<file path="src/rtl/rom_word_arb_pkg.sv">
`default_nettype none
// ============================================================================
//  Module      : rom_arb_pkg
//  Description : Shared constants and FSM state type for the ROM word
//                arbiter slice (word/byte widths, word address width).
//  Revision    : 1.0 - initial release
// ============================================================================
package rom_arb_pkg;

    localparam int ROM_WORD_AW = 19;               // word address width
    localparam int ROM_BYTE_W  = 8;                // ROM byte width
    localparam int ROM_WORD_W  = 16;               // assembled word width
    localparam int ROM_BYTE_AW = ROM_WORD_AW + 1;  // byte address width

    typedef enum logic [1:0] {
        IDLE = 2'd0,
        HI   = 2'd1,
        LO   = 2'd2
    } state_t;

endpackage : rom_arb_pkg
`default_nettype wire

</file>
<file path="src/rtl/rom_word_arb_if.sv">
`default_nettype none
// ============================================================================
//  Module      : rom_word_arb_if
//  Description : Bundle of the two requester ports, the shared read-data
//                return and the byte-wide asynchronous ROM port.
//                slave  : seen by the arbiter (rom_word_arb)
//                master : seen by requesters / ROM model
//  Ports       : req0/addr0, req1/addr1 (requests), gnt0/gnt1 (grant pulses),
//                rvalid0/rvalid1 (data-valid pulses), rdata (word),
//                busy, rom_address (byte address), rom_datain (ROM byte)
//  Revision    : 1.0 - initial release
// ============================================================================
interface rom_word_arb_if;
    import rom_arb_pkg::*;

    logic                   req0;
    logic [ROM_WORD_AW-1:0] addr0;
    logic                   req1;
    logic [ROM_WORD_AW-1:0] addr1;
    logic                   gnt0;
    logic                   gnt1;
    logic                   rvalid0;
    logic                   rvalid1;
    logic [ROM_WORD_W-1:0]  rdata;
    logic                   busy;
    logic [ROM_BYTE_AW-1:0] rom_address;
    logic [ROM_BYTE_W-1:0]  rom_datain;

    modport slave (
        input  req0, addr0, req1, addr1, rom_datain,
        output gnt0, gnt1, rvalid0, rvalid1, rdata, busy, rom_address
    );

    modport master (
        output req0, addr0, req1, addr1, rom_datain,
        input  gnt0, gnt1, rvalid0, rvalid1, rdata, busy, rom_address
    );

endinterface : rom_word_arb_if
`default_nettype wire

</file>
<file path="src/rtl/rom_word_arb_rr_arb2.sv">
`default_nettype none
// ============================================================================
//  Module      : rr_arb2
//  Description : Two-way combinational arbiter. A lone requester always wins;
//                on a tie the port that was NOT granted last wins.
//  Ports       : i_req[1:0] request pair, i_last last-granted port id,
//                o_gnt[1:0] one-hot grant (zero when no request)
//  Revision    : 1.0 - initial release
// ============================================================================
module rr_arb2 (
    input  wire logic [1:0] i_req,
    input  wire logic       i_last,
    output logic      [1:0] o_gnt
);

    always_comb begin
        o_gnt = 2'b00;
        case (i_req)
            2'b01:   o_gnt = 2'b01;
            2'b10:   o_gnt = 2'b10;
            2'b11:   o_gnt = i_last ? 2'b01 : 2'b10;
            default: o_gnt = 2'b00;
        endcase
    end

endmodule : rr_arb2
`default_nettype wire

</file>
<file path="src/rtl/rom_word_arb.sv">
`default_nettype none
// ============================================================================
//  Module      : rom_word_arb
//  Description : Arbitrates two 16-bit word-fetch ports onto one byte-wide
//                asynchronous ROM. Each word takes two cycles (HI byte, then
//                LO byte); a pending request at the LO-exit edge is accepted
//                directly so continuous traffic sustains one word / 2 cycles.
//  Ports       : clk   - rising-edge clock
//                reset - asynchronous, active-low reset
//                bus   - rom_word_arb_if.slave (requests, grants, rvalids,
//                        rdata, busy, ROM address/data)
//  Config      : ROM_ARB_FIXED_PRIO_EN - when defined port 0 always wins ties
//                and no round-robin pointer is built.
//  Revision    : 1.0 - initial release
// ============================================================================
module rom_word_arb
    import rom_arb_pkg::*;
(
    input  wire logic       clk,
    input  wire logic       reset,
    rom_word_arb_if.slave   bus
);

    state_t                 r_state;
    state_t                 w_next;
    logic [1:0]             w_req;
    logic [1:0]             w_grant;
    logic                   w_accept;
    logic                   w_last;
    logic [ROM_WORD_AW-1:0] r_addr;
    logic                   r_id;
    logic                   r_gnt0;
    logic                   r_gnt1;
    logic                   r_rvalid0;
    logic                   r_rvalid1;
    logic [ROM_WORD_W-1:0]  r_rdata;
    logic                   w_busy;
    logic [ROM_BYTE_AW-1:0] w_rom_address;

    assign w_req    = {bus.req1, bus.req0};
    // Arbitration happens only on edges that leave IDLE or LO.
    assign w_accept = ((r_state == IDLE) || (r_state == LO)) && (|w_req);

    rr_arb2 u_arb (
        .i_req  (w_req),
        .i_last (w_last),
        .o_gnt  (w_grant)
    );

`ifdef ROM_ARB_FIXED_PRIO_EN
    // Pretend port 1 was always granted last, so port 0 wins every tie.
    assign w_last = 1'b1;
`else
    logic r_last;

    // Reset value 1 makes port 0 the winner of the first tie.
    always_ff @(posedge clk or negedge reset) begin
        if (!reset)
            r_last <= 1'b1;
        else if (w_accept)
            r_last <= w_grant[1];
    end

    assign w_last = r_last;
`endif

    // State register
    always_ff @(posedge clk or negedge reset) begin
        if (!reset)
            r_state <= IDLE;
        else
            r_state <= w_next;
    end

    // Next-state logic
    always_comb begin
        w_next = r_state;
        case (r_state)
            IDLE:    w_next = w_accept ? HI : IDLE;
            HI:      w_next = LO;
            LO:      w_next = w_accept ? HI : IDLE;
            default: w_next = IDLE;
        endcase
    end

    // Moore outputs
    always_comb begin
        w_busy        = 1'b0;
        w_rom_address = '0;
        case (r_state)
            HI: begin
                w_busy        = 1'b1;
                w_rom_address = {r_addr, 1'b0};
            end
            LO: begin
                w_busy        = 1'b1;
                w_rom_address = {r_addr, 1'b1};
            end
            default: begin
                w_busy        = 1'b0;
                w_rom_address = '0;
            end
        endcase
    end

    // Request latch, grant/valid pulses and word assembly
    always_ff @(posedge clk or negedge reset) begin
        if (!reset) begin
            r_addr    <= '0;
            r_id      <= 1'b0;
            r_gnt0    <= 1'b0;
            r_gnt1    <= 1'b0;
            r_rvalid0 <= 1'b0;
            r_rvalid1 <= 1'b0;
            r_rdata   <= '0;
        end else begin
            r_gnt0    <= 1'b0;
            r_gnt1    <= 1'b0;
            r_rvalid0 <= 1'b0;
            r_rvalid1 <= 1'b0;
            if (w_accept) begin
                r_addr <= w_grant[1] ? bus.addr1 : bus.addr0;
                r_id   <= w_grant[1];
                r_gnt0 <= w_grant[0];
                r_gnt1 <= w_grant[1];
            end
            if (r_state == HI)
                r_rdata[15:8] <= bus.rom_datain;
            if (r_state == LO) begin
                r_rdata[7:0] <= bus.rom_datain;
                r_rvalid0    <= ~r_id;
                r_rvalid1    <= r_id;
            end
        end
    end

    assign bus.gnt0        = r_gnt0;
    assign bus.gnt1        = r_gnt1;
    assign bus.rvalid0     = r_rvalid0;
    assign bus.rvalid1     = r_rvalid1;
    assign bus.rdata       = r_rdata;
    assign bus.busy        = w_busy;
    assign bus.rom_address = w_rom_address;

endmodule : rom_word_arb
`default_nettype wire

</file>
<file path="src/flat_wrapper.sv">
// flat-port wrapper written by rule: the top's interface ports become plain ports
module rom_word_arb_flat import rom_arb_pkg::*;
  (clk, reset, bus_req0, bus_addr0, bus_req1, bus_addr1, bus_rom_datain, bus_gnt0, bus_gnt1, bus_rvalid0, bus_rvalid1, bus_rdata, bus_busy, bus_rom_address);
  rom_word_arb_if bus_i ();
  input  wire logic clk;
  input  wire logic reset;
  input wire logic [$bits(bus_i.req0)-1:0] bus_req0;
  input wire logic [$bits(bus_i.addr0)-1:0] bus_addr0;
  input wire logic [$bits(bus_i.req1)-1:0] bus_req1;
  input wire logic [$bits(bus_i.addr1)-1:0] bus_addr1;
  input wire logic [$bits(bus_i.rom_datain)-1:0] bus_rom_datain;
  output wire logic [$bits(bus_i.gnt0)-1:0] bus_gnt0;
  output wire logic [$bits(bus_i.gnt1)-1:0] bus_gnt1;
  output wire logic [$bits(bus_i.rvalid0)-1:0] bus_rvalid0;
  output wire logic [$bits(bus_i.rvalid1)-1:0] bus_rvalid1;
  output wire logic [$bits(bus_i.rdata)-1:0] bus_rdata;
  output wire logic [$bits(bus_i.busy)-1:0] bus_busy;
  output wire logic [$bits(bus_i.rom_address)-1:0] bus_rom_address;
  assign bus_i.req0 = bus_req0;
  assign bus_i.addr0 = bus_addr0;
  assign bus_i.req1 = bus_req1;
  assign bus_i.addr1 = bus_addr1;
  assign bus_i.rom_datain = bus_rom_datain;
  assign bus_gnt0 = bus_i.gnt0;
  assign bus_gnt1 = bus_i.gnt1;
  assign bus_rvalid0 = bus_i.rvalid0;
  assign bus_rvalid1 = bus_i.rvalid1;
  assign bus_rdata = bus_i.rdata;
  assign bus_busy = bus_i.busy;
  assign bus_rom_address = bus_i.rom_address;
  rom_word_arb u_core (.clk(clk), .reset(reset), .bus(bus_i));
endmodule
</file>
<file path="config.mk">
export PLATFORM = sky130hd
export DESIGN_NAME = rom_word_arb_flat
export DESIGN_NICKNAME = d
export VERILOG_FILES = /design/src/rtl/rom_word_arb_pkg.sv /design/src/rtl/rom_word_arb_if.sv /design/src/rtl/rom_word_arb_rr_arb2.sv /design/src/rtl/rom_word_arb.sv /design/src/flat_wrapper.sv
export SDC_FILE = /design/constraint.sdc
export NUM_CORES = 1
export LEC_CHECK = 0
export ABC_AREA = 1
export ABC_CLOCK_PERIOD_IN_PS = 2000
export BUFFER_PORTS_ARGS = -buffer_cell sky130_fd_sc_hd__buf_4
export CAP_MARGIN = 10
export CELL_PAD_IN_SITES_DETAIL_PLACEMENT = 0
export CELL_PAD_IN_SITES_GLOBAL_PLACEMENT = 1
export CORE_MARGIN = 10
export CORE_UTILIZATION = 34
export DETAILED_ROUTE_END_ITERATION = 16
export PLACE_DENSITY = 0.89
export SYNTH_ARGS = -nofsm -noshare
export SYNTH_HDL_FRONTEND = slang
export SYNTH_SLANG_ARGS = --single-unit
export TNS_END_PERCENT = 5
</file>
<file path="constraint.sdc">
create_clock -name clk -period 2 [get_ports clk]
set_input_delay 0.3 -clock clk [delete_from_list [all_inputs] [get_ports clk]]
set_output_delay 0.3 -clock clk [all_outputs]
set_load 0.02 [all_outputs]
</file>
==> metrics.csv, run 1 <==
metric;value;unit
status;finished with violations;
failed_checks;hold timing;
avgViaCountPerCell;4.43;
syn_avg_cell_area;8.16;um2
peakVddDrop;1450;uV
synth.most_common_cell;nand2_1;
final.fill_count;637;
crit_path_cell_trace;inv_2, ha_4, o21ai_4, buf_12, nor2_1, buf_4;
tns;0;ns
area_delta_synth_final;36.8;%
reg2reg_setup_slack;0.33;ns
num-nets-final;418;
required;1.70;ns
ant_nets;0;
whs;-0.0148;ns
ctsHtreeMaxLevel;2;
netlist.area_leader.share;0.470;
syn-cell-area;2240;um2
wirelength;5840;um
ios;91;
syn-num-nets;330;
synth_cells;274;
initial_core_util;0.350;
clock_sinks;43;
r2r_cells;7;
yosys_warnings;0;
die_y;101;um
placedCellCount;430;
overflow;0;
slew-limit-headroom;0.576;
placementRows;29;
critPathArrivalTime;1.56;ns
final-setup-viol-count;0;
finClkSkew;0.00556;ns
grt_util_all_layers;0.109;
first_global_vias;1904;
cp_max_fo;19;
multi_input_area;846;um2
synth_seq_cells;43;
timing.rr.end;u_core.r_addr[3]$_DFFE_PN0P_;
port_buffers;90;
drive_gt1_frac;0.353;
root_buffer;clkbuf_8;
hold_viol;31;
synth_flop_cell;dfrtp_1;
worst_pin_slew;0.634;ns
path_class;reg2out;
grt_max_degree;44;
hp-class;in2async;
die_x;101;um
endpoint_kind;output port;
critPathLaunchType;flop;
ys_top_cells_by_count;nand2_1 (65), inv_1 (64), dfrtp_1 (42);
synth_edf_count;0;
fin_crit;1.86;ns
dieArea;10200;um2
num_vias;1949;
maxSlewViolCount;0;
total_power;4.63;mW
r2r-start;u_core.r_state[0]$_DFF_PN0_;
ys_types;16;
cts_buffers;5;
max_cap_viol_count;0;
diodes;0;
synth_area_leaders;dfrtp_1 (47%), nand2_1 (11%), inv_1 (11%);
yosysSeqAreaShare;0.482;
clk_latency;0.29;ns
grt_pass1_wl;9060;um
drc;0;
instances_no_fill;440;
fmax;537;MHz
worst_slack;0.136;ns
clock_path_buffers;2;
ys_async_sr_fraction;1.00;
antenna_found_initial;0;
cts_tree;built;
powerDensity;1510;nW/um2
path_clk_slew;0.08;ns
p_leak;1.79;nW
cpPeakStageDelay;0.43;ns
period_share;0.932;
gp_congestion;0.851;
dp_slack;0.0692;ns
dp_hpwl;4630;um
synth_top_cell_by_area;dfrtp_1;
cp-startpoint;u_core.r_state[1]$_DFF_PN0_;
crit_path_top_delay_cell;dfrtp_1;
wl_per_cell;13.3;um
grt_setup_unrepaired;false;
drtIter0Drc;76;
first_pass_iters;4;
core_area;6390;um2
final-seq-area;1080;um2
## area by class of cell
class | count | share of cell area
repair buffers | 93 | 0.232
flip-flops and latches | 43 | 0.352
well taps | 77 | 0.0315
multi-input cells | 154 | 0.276
clock buffers | 6 | 0.0237
clock inverters | 2 | 0.00409
inverters | 65 | 0.0798
## layer usage
layer  vias to the layer above  global-route usage  wire, um
met5                         -                   0         0
li1                        986                   -         -
met2                        62               0.192      2950
met1                       895               0.117      2350
met3                         6              0.0377       442
met4                         0              0.0418        87
## registers in the layout, summed over array words and instances (netlist names)
register	flops
u_core.r_last	1
u_core.bus.gnt1	1
u_core.r_addr	19
u_core.bus.rvalid1	1
u_core.r_state	2
u_core.r_id	1
u_core.bus.gnt0	1
u_core.bus.rdata	16
u_core.bus.rvalid0	1
## worst max path at each step
stage / to / cells past startpoint
3_5_place_dp: u_core.r_addr[10]$_DFFE_PN0P_ / 7
6_report: bus_rom_address[4] / 6
5_1_grt: bus_rom_address[9] / 6
2_1_floorplan: bus_rom_address[10] / 5
3_3_place_gp: u_core.r_addr[11]$_DFFE_PN0P_ / 7
4_1_cts: bus_rom_address[4] / 6
## logic make-up after synthesis
group / Yosys count / synth area share
compound gates: 2 / 0.00951
mux: 16 / 0.0806
simple gates: 129 / 0.244
buf+inv: 78 / 0.151
fa+ha+maj: 6 / 0.0336
flops: 43 / 0.482
## report_power, final
group	internal [mW]	switching (mW)	leakage, nW
Clock	0.244	0.278	0.0412
Combinational	1.11	1.47	1.22
Sequential	1.30	0.231	0.524
## placed cells by master (no fill, tap or decap)
cell | synthesis | final
clkbuf_1 | 0 | 1
mux2_2 | 16 | 16
dfrtp_1 | 42 | 42
nor2_4 | 1 | 1
inv_1 | 64 | 62
nor2_1 | 22 | 22
dfstp_2 | 1 | 1
o21ai_1 | 1 | 1
ha_4 | 0 | 1
nor2_2 | 2 | 3
inv_2 | 1 | 3
clkbuf_8 | 0 | 5
nand2_1 | 65 | 65
clkinv_2 | 0 | 1
clkinvlp_4 | 0 | 1
buf_4 | 1 | 92
ha_1 | 6 | 3
ha_2 | 0 | 2
buf_12 | 0 | 1
o21ai_4 | 1 | 1
nand3_1 | 39 | 39
## stage by stage
stage | instance area [um2] | hold slack (ns) | util
6_report | 3060 | -0.0148 | 0.479
3_3_place_gp | 2930 | 0.310 | 0.459
4_1_cts | 3040 | 0.000908 | 0.475
2_1_floorplan | 2240 | 0.00441 | -
3_5_place_dp | 2930 | 0.325 | 0.459
5_1_grt | 3060 | 0.0167 | 0.479
## critical path, delay by kind of cell (launching register included)
kind                       cells  cell delay [ns]
AOI/OAI and AO/OA              1             0.06
adders and majority gates      1             0.29
buffers and inverters          3             0.39
DFF                            1             0.43
and+or+nand+nor                1             0.10
## what timing repair did
action                                  4_1_cts  5_1_grt
pin swaps                                     1        1
setup buffers                                 1        0
hold buffers                                  0        0
gates resized for setup                       0        5
endpoints found under the setup margin       19       40
endpoints found under the hold margin         0        0
gates cloned                                  0        1
No activity file was read; power rests on OpenSTA's default activity.
==> run 2, diff against run 1 <==
- REMOVE_ABC_BUFFERS: unset -> 1
==> metrics.csv, run 2 (synthesis results as in run 1) <==
metric;value;unit
status;finished with violations;
failed_checks;hold timing;
initial_core_util;0.350;
slew-limit-headroom;0.535;
num_vias;1928;
critPathArrivalTime;1.63;ns
dieArea;10200;um2
gp_congestion;0.760;
final.fill_count;667;
wirelength;5940;um
ios;91;
clock_sinks;43;
crit_path_top_delay_cell;dfrtp_1;
first_global_vias;2013;
max_cap_viol_count;0;
drive_gt1_frac;0.344;
critPathLaunchType;flop;
grt_util_all_layers;0.110;
maxSlewViolCount;0;
hp-class;in2async;
placementRows;29;
stdcell_area;3060;um2
period_share;0.966;
port_buffers;90;
hold_viol;24;
cp_max_fo;19;
core_area;6390;um2
whs;-0.00828;ns
regMostFlops;u_core.r_addr;
wl_per_cell;13.5;um
first_pass_iters;4;
root_buffer;clkbuf_8;
die_y;101;um
fin_crit;1.93;ns
dp_hpwl;4460;um
finClkSkew;0.00578;ns
ant_nets;0;
crit_path_cell_trace;inv_1, ha_2, o21ai_4, buf_12, nor2_1, buf_4;
final-seq-area;1080;um2
p_leak;1.79;nW
cts_tree;built;
diodes;0;
ctsHtreeMaxLevel;2;
overflow;0;
final_util;0.479;
fmax;517;MHz
most-common-layout-cells;buf_4 (92), nand2_1 (65), inv_1 (64);
die_x;101;um
worst_slack;0.0672;ns
multi_input_area;843;um2
holdBufCountCts;0;
endpoint_kind;output port;
num-nets-final;418;
worst_pin_slew;0.696;ns
drtIter0Drc;48;
antenna_found_initial;0;
cpPeakStageDelay;0.42;ns
path_class;reg2out;
drc;0;
required;1.70;ns
area_delta_synth_final;36.7;%
final-setup-viol-count;0;
grt_setup_unrepaired;true;
layout_commonest_cell;buf_4;
avgViaCountPerCell;4.38;
dp_slack;0.0241;ns
clk_latency;0.29;ns
dpl_cell_area;2940;um2
largest_reg_flops;19;
grt_pass1_wl;9270;um
clock_path_buffers;2;
peakVddDrop;1030;uV
grt_max_degree;44;
powerDensity;1510;nW/um2
cts_buffers;5;
path_clk_slew;0.08;ns
[run 2: worst paths after layout]
path                                             start  depth (start not counted)                               end  slack (ns)
max                        u_core.r_state[0]$_DFF_PN0_                          6                bus_rom_address[8]        0.07
min                                              reset                          1      u_core.bus.rvalid1$_DFF_PN0_      -0.008
max reg2reg                u_core.r_state[0]$_DFF_PN0_                          7      u_core.r_addr[5]$_DFFE_PN0P_        0.28
min reg2reg                    u_core.r_id$_DFFE_PN0P_                          1      u_core.bus.rvalid0$_DFF_PN0_        0.48
max in group asynchronous                        reset                          1         u_core.r_last$_DFFE_PN1P_        1.63
min in group clk                     bus_rom_datain[6]                          2  u_core.bus.rdata[14]$_DFFE_PN0N_        0.25
[run 2: critical path: cells and delay by family, from the launching register on]
kind / cells / cell delay [ns]
fa+ha+maj: 1 / 0.27
compound gates: 1 / 0.08
buf+inv: 3 / 0.46
flops: 1 / 0.42
simple gates: 1 / 0.11
[run 2: power breakdown]
part           leakage (nW)  internal [mW]  total [mW]  switching (mW)
clock network        0.0412          0.244       0.530           0.286
logic                  1.23           1.10        2.57            1.48
registers             0.524           1.30        1.51           0.216
total                  1.79           2.64        4.62            1.98
[run 2: final cells by class]
class	instances	area share
Clock buffer	6	0.0237
Clock inverter	2	0.00409
Inverter	65	0.0798
Multi-Input combinational cell	154	0.276
Sequential cell	43	0.352
Tap cell	77	0.0315
Timing Repair Buffer	93	0.233
[run 2: metal layers]
metal / up-vias / global-route usage / routed length [um]
met2: 70 / 0.180 / 2720
met1: 868 / 0.125 / 2590
met4: 0 / 0.0311 / 50
met5: - / 0 / 0
li1: 985 / - / -
met3: 5 / 0.0535 / 571
[run 2: repair_timing]
item | 4_1_cts | 5_1_grt
endpoints found under the hold margin | 0 | 0
pin swaps | 0 | 1
gates resized for setup | 2 | 3
endpoints found under the setup margin | 19 | 40
setup buffers | 0 | 0
cloned | 0 | 1
[run 2: stage by stage]
| step | instances | setup TNS, ns | power, mW |
|---|---|---|---|
| after floorplan | 261 | 0 | 3.01 |
| after global placement | 431 | 0 | 3.97 |
| after detailed placement | 431 | 0 | 4.04 |
| after CTS | 439 | 0 | 4.62 |
| after global routing | 440 | -0.261 | 5.00 |
| final | 440 | 0 | 4.62 |
==> run 3, diff against run 2 <==
- SETUP_SLACK_MARGIN: unset -> 0.1
==> metrics.csv, run 3 (synthesis results as in run 1) <==
metric;value;unit
status;finished with violations;
failed_checks;hold timing;
r2r_cells;7;
worst_pin_slew;0.697;ns
max_cap_viol_count;0;
slew-limit-headroom;0.534;
layout_commonest_cell;buf_4;
grt_pass1_wl;9320;um
port_buffers;90;
ant_nets;0;
grt_setup_unrepaired;true;
grt_max_degree;44;
wl_per_cell;13.4;um
first_pass_iters;4;
instances_no_fill;444;
wirelength;5950;um
reg2reg_setup_slack;0.30;ns
holdBufCountCts;0;
critPathArrivalTime;1.57;ns
required;1.70;ns
regMostFlops;u_core.r_addr;
dp_hpwl;4460;um
placedCellCount;431;
clock_path_buffers;2;
final-setup-viol-count;0;
clock_sinks;43;
clk_latency;0.29;ns
overflow;0;
most-common-layout-cells;buf_4 (96), nand2_1 (65), inv_1 (64);
whs;-0.00995;ns
root_buffer;clkbuf_8;
critPathLaunchType;flop;
num_vias;1930;
drive_gt1_frac;0.349;
endpoint_kind;output port;
path_class;reg2out;
antenna_found_initial;0;
stdcell_area;3070;um2
grt_util_all_layers;0.111;
diodes;0;
tns;0;ns
peakVddDrop;1040;uV
core_area;6390;um2
area_delta_synth_final;37.5;%
cp_max_fo;19;
total_power;4.65;mW
die_x;101;um
timing.rr.end;u_core.r_addr[5]$_DFFE_PN0P_;
ctsHtreeMaxLevel;2;
cts_buffers;5;
hp-class;in2async;
placementRows;29;
drtIter0Drc;47;
hold_viol;24;
num-nets-final;422;
cts_tree;built;
powerDensity;1510;nW/um2
finClkSkew;0.00788;ns
fin_crit;1.87;ns
path_clk_slew;0.08;ns
r2r-start;u_core.r_state[1]$_DFF_PN0_;
gp_congestion;0.760;
dpl_cell_area;2940;um2
drc;0;
first_global_vias;2035;
maxSlewViolCount;0;
initial_core_util;0.350;
largest_reg_flops;19;
period_share;0.937;
avgViaCountPerCell;4.35;
p_leak;1.81;nW
fmax;533;MHz
dieArea;10200;um2
die_y;101;um
ios;91;
-- run 3: area by class of cell --
| cell class | count | area [um2] |
|---|---|---|
| Fill cell | 664 | 3310 |
| Sequential cell | 43 | 1080 |
| Multi-Input combinational cell | 154 | 831 |
| Timing Repair Buffer | 97 | 741 |
| Inverter | 65 | 244 |
| Tap cell | 77 | 96.3 |
| Clock buffer | 6 | 72.6 |
| Clock inverter | 2 | 12.5 |
-- run 3: power by group --
part | switching, mW | internal (mW) | leakage (nW) | total, mW
Combinational | 1.49 | 1.13 | 1.25 | 2.62
Clock | 0.288 | 0.244 | 0.0412 | 0.532
Sequential | 0.204 | 1.30 | 0.524 | 1.50
-- run 3: worst max-delay path, stage by stage, from the launching register on --
cell and delay, ns:
dfrtp_1 0.35, inv_1 0.08, ha_1 0.35, o21ai_4 0.08, buf_12 0.15, nor2_1 0.10
buf_4 0.15
-- run 3: repair_timing --
item / in CTS / in global routing
cloned: 0 / 1
pin swaps: 1 / 1
buffers inserted: 4 / 0
gates resized for setup: 4 / 0
setup endpoints to repair: 39 / 40
-- run 3: layer usage --
layer / track usage / share of wire
met3: 0.0535 / 0.097
met4: 0.0311 / 0.0084
met2: 0.182 / 0.46
met1: 0.125 / 0.44
met5: 0 / 0
-- run 3: how the worst max path moves through the flow --
stage	slack, ns	depth (start not counted)	start	endpoint
after global placement	0.13	7	u_core.r_state[0]$_DFF_PN0_	u_core.r_addr[17]$_DFFE_PN0P_
after CTS	0.11	6	u_core.r_state[0]$_DFF_PN0_	bus_rom_address[7]
final	0.13	6	u_core.r_state[0]$_DFF_PN0_	bus_rom_address[8]
after detailed placement	0.02	7	u_core.r_state[0]$_DFF_PN0_	u_core.r_addr[5]$_DFFE_PN0P_
after global routing	0.02	6	u_core.r_state[0]$_DFF_PN0_	bus_rom_address[8]
after floorplan	0.24	7	u_core.r_state[0]$_DFF_PN0_	u_core.r_addr[0]$_DFFE_PN0P_
-- run 3: stage by stage --
step,setup WS (ns),utilization
final,0.125,0.481
after global routing,0.0212,0.481
after CTS,0.107,0.480
after detailed placement,0.0241,0.460
after global placement,0.126,0.460
after floorplan,0.244,-
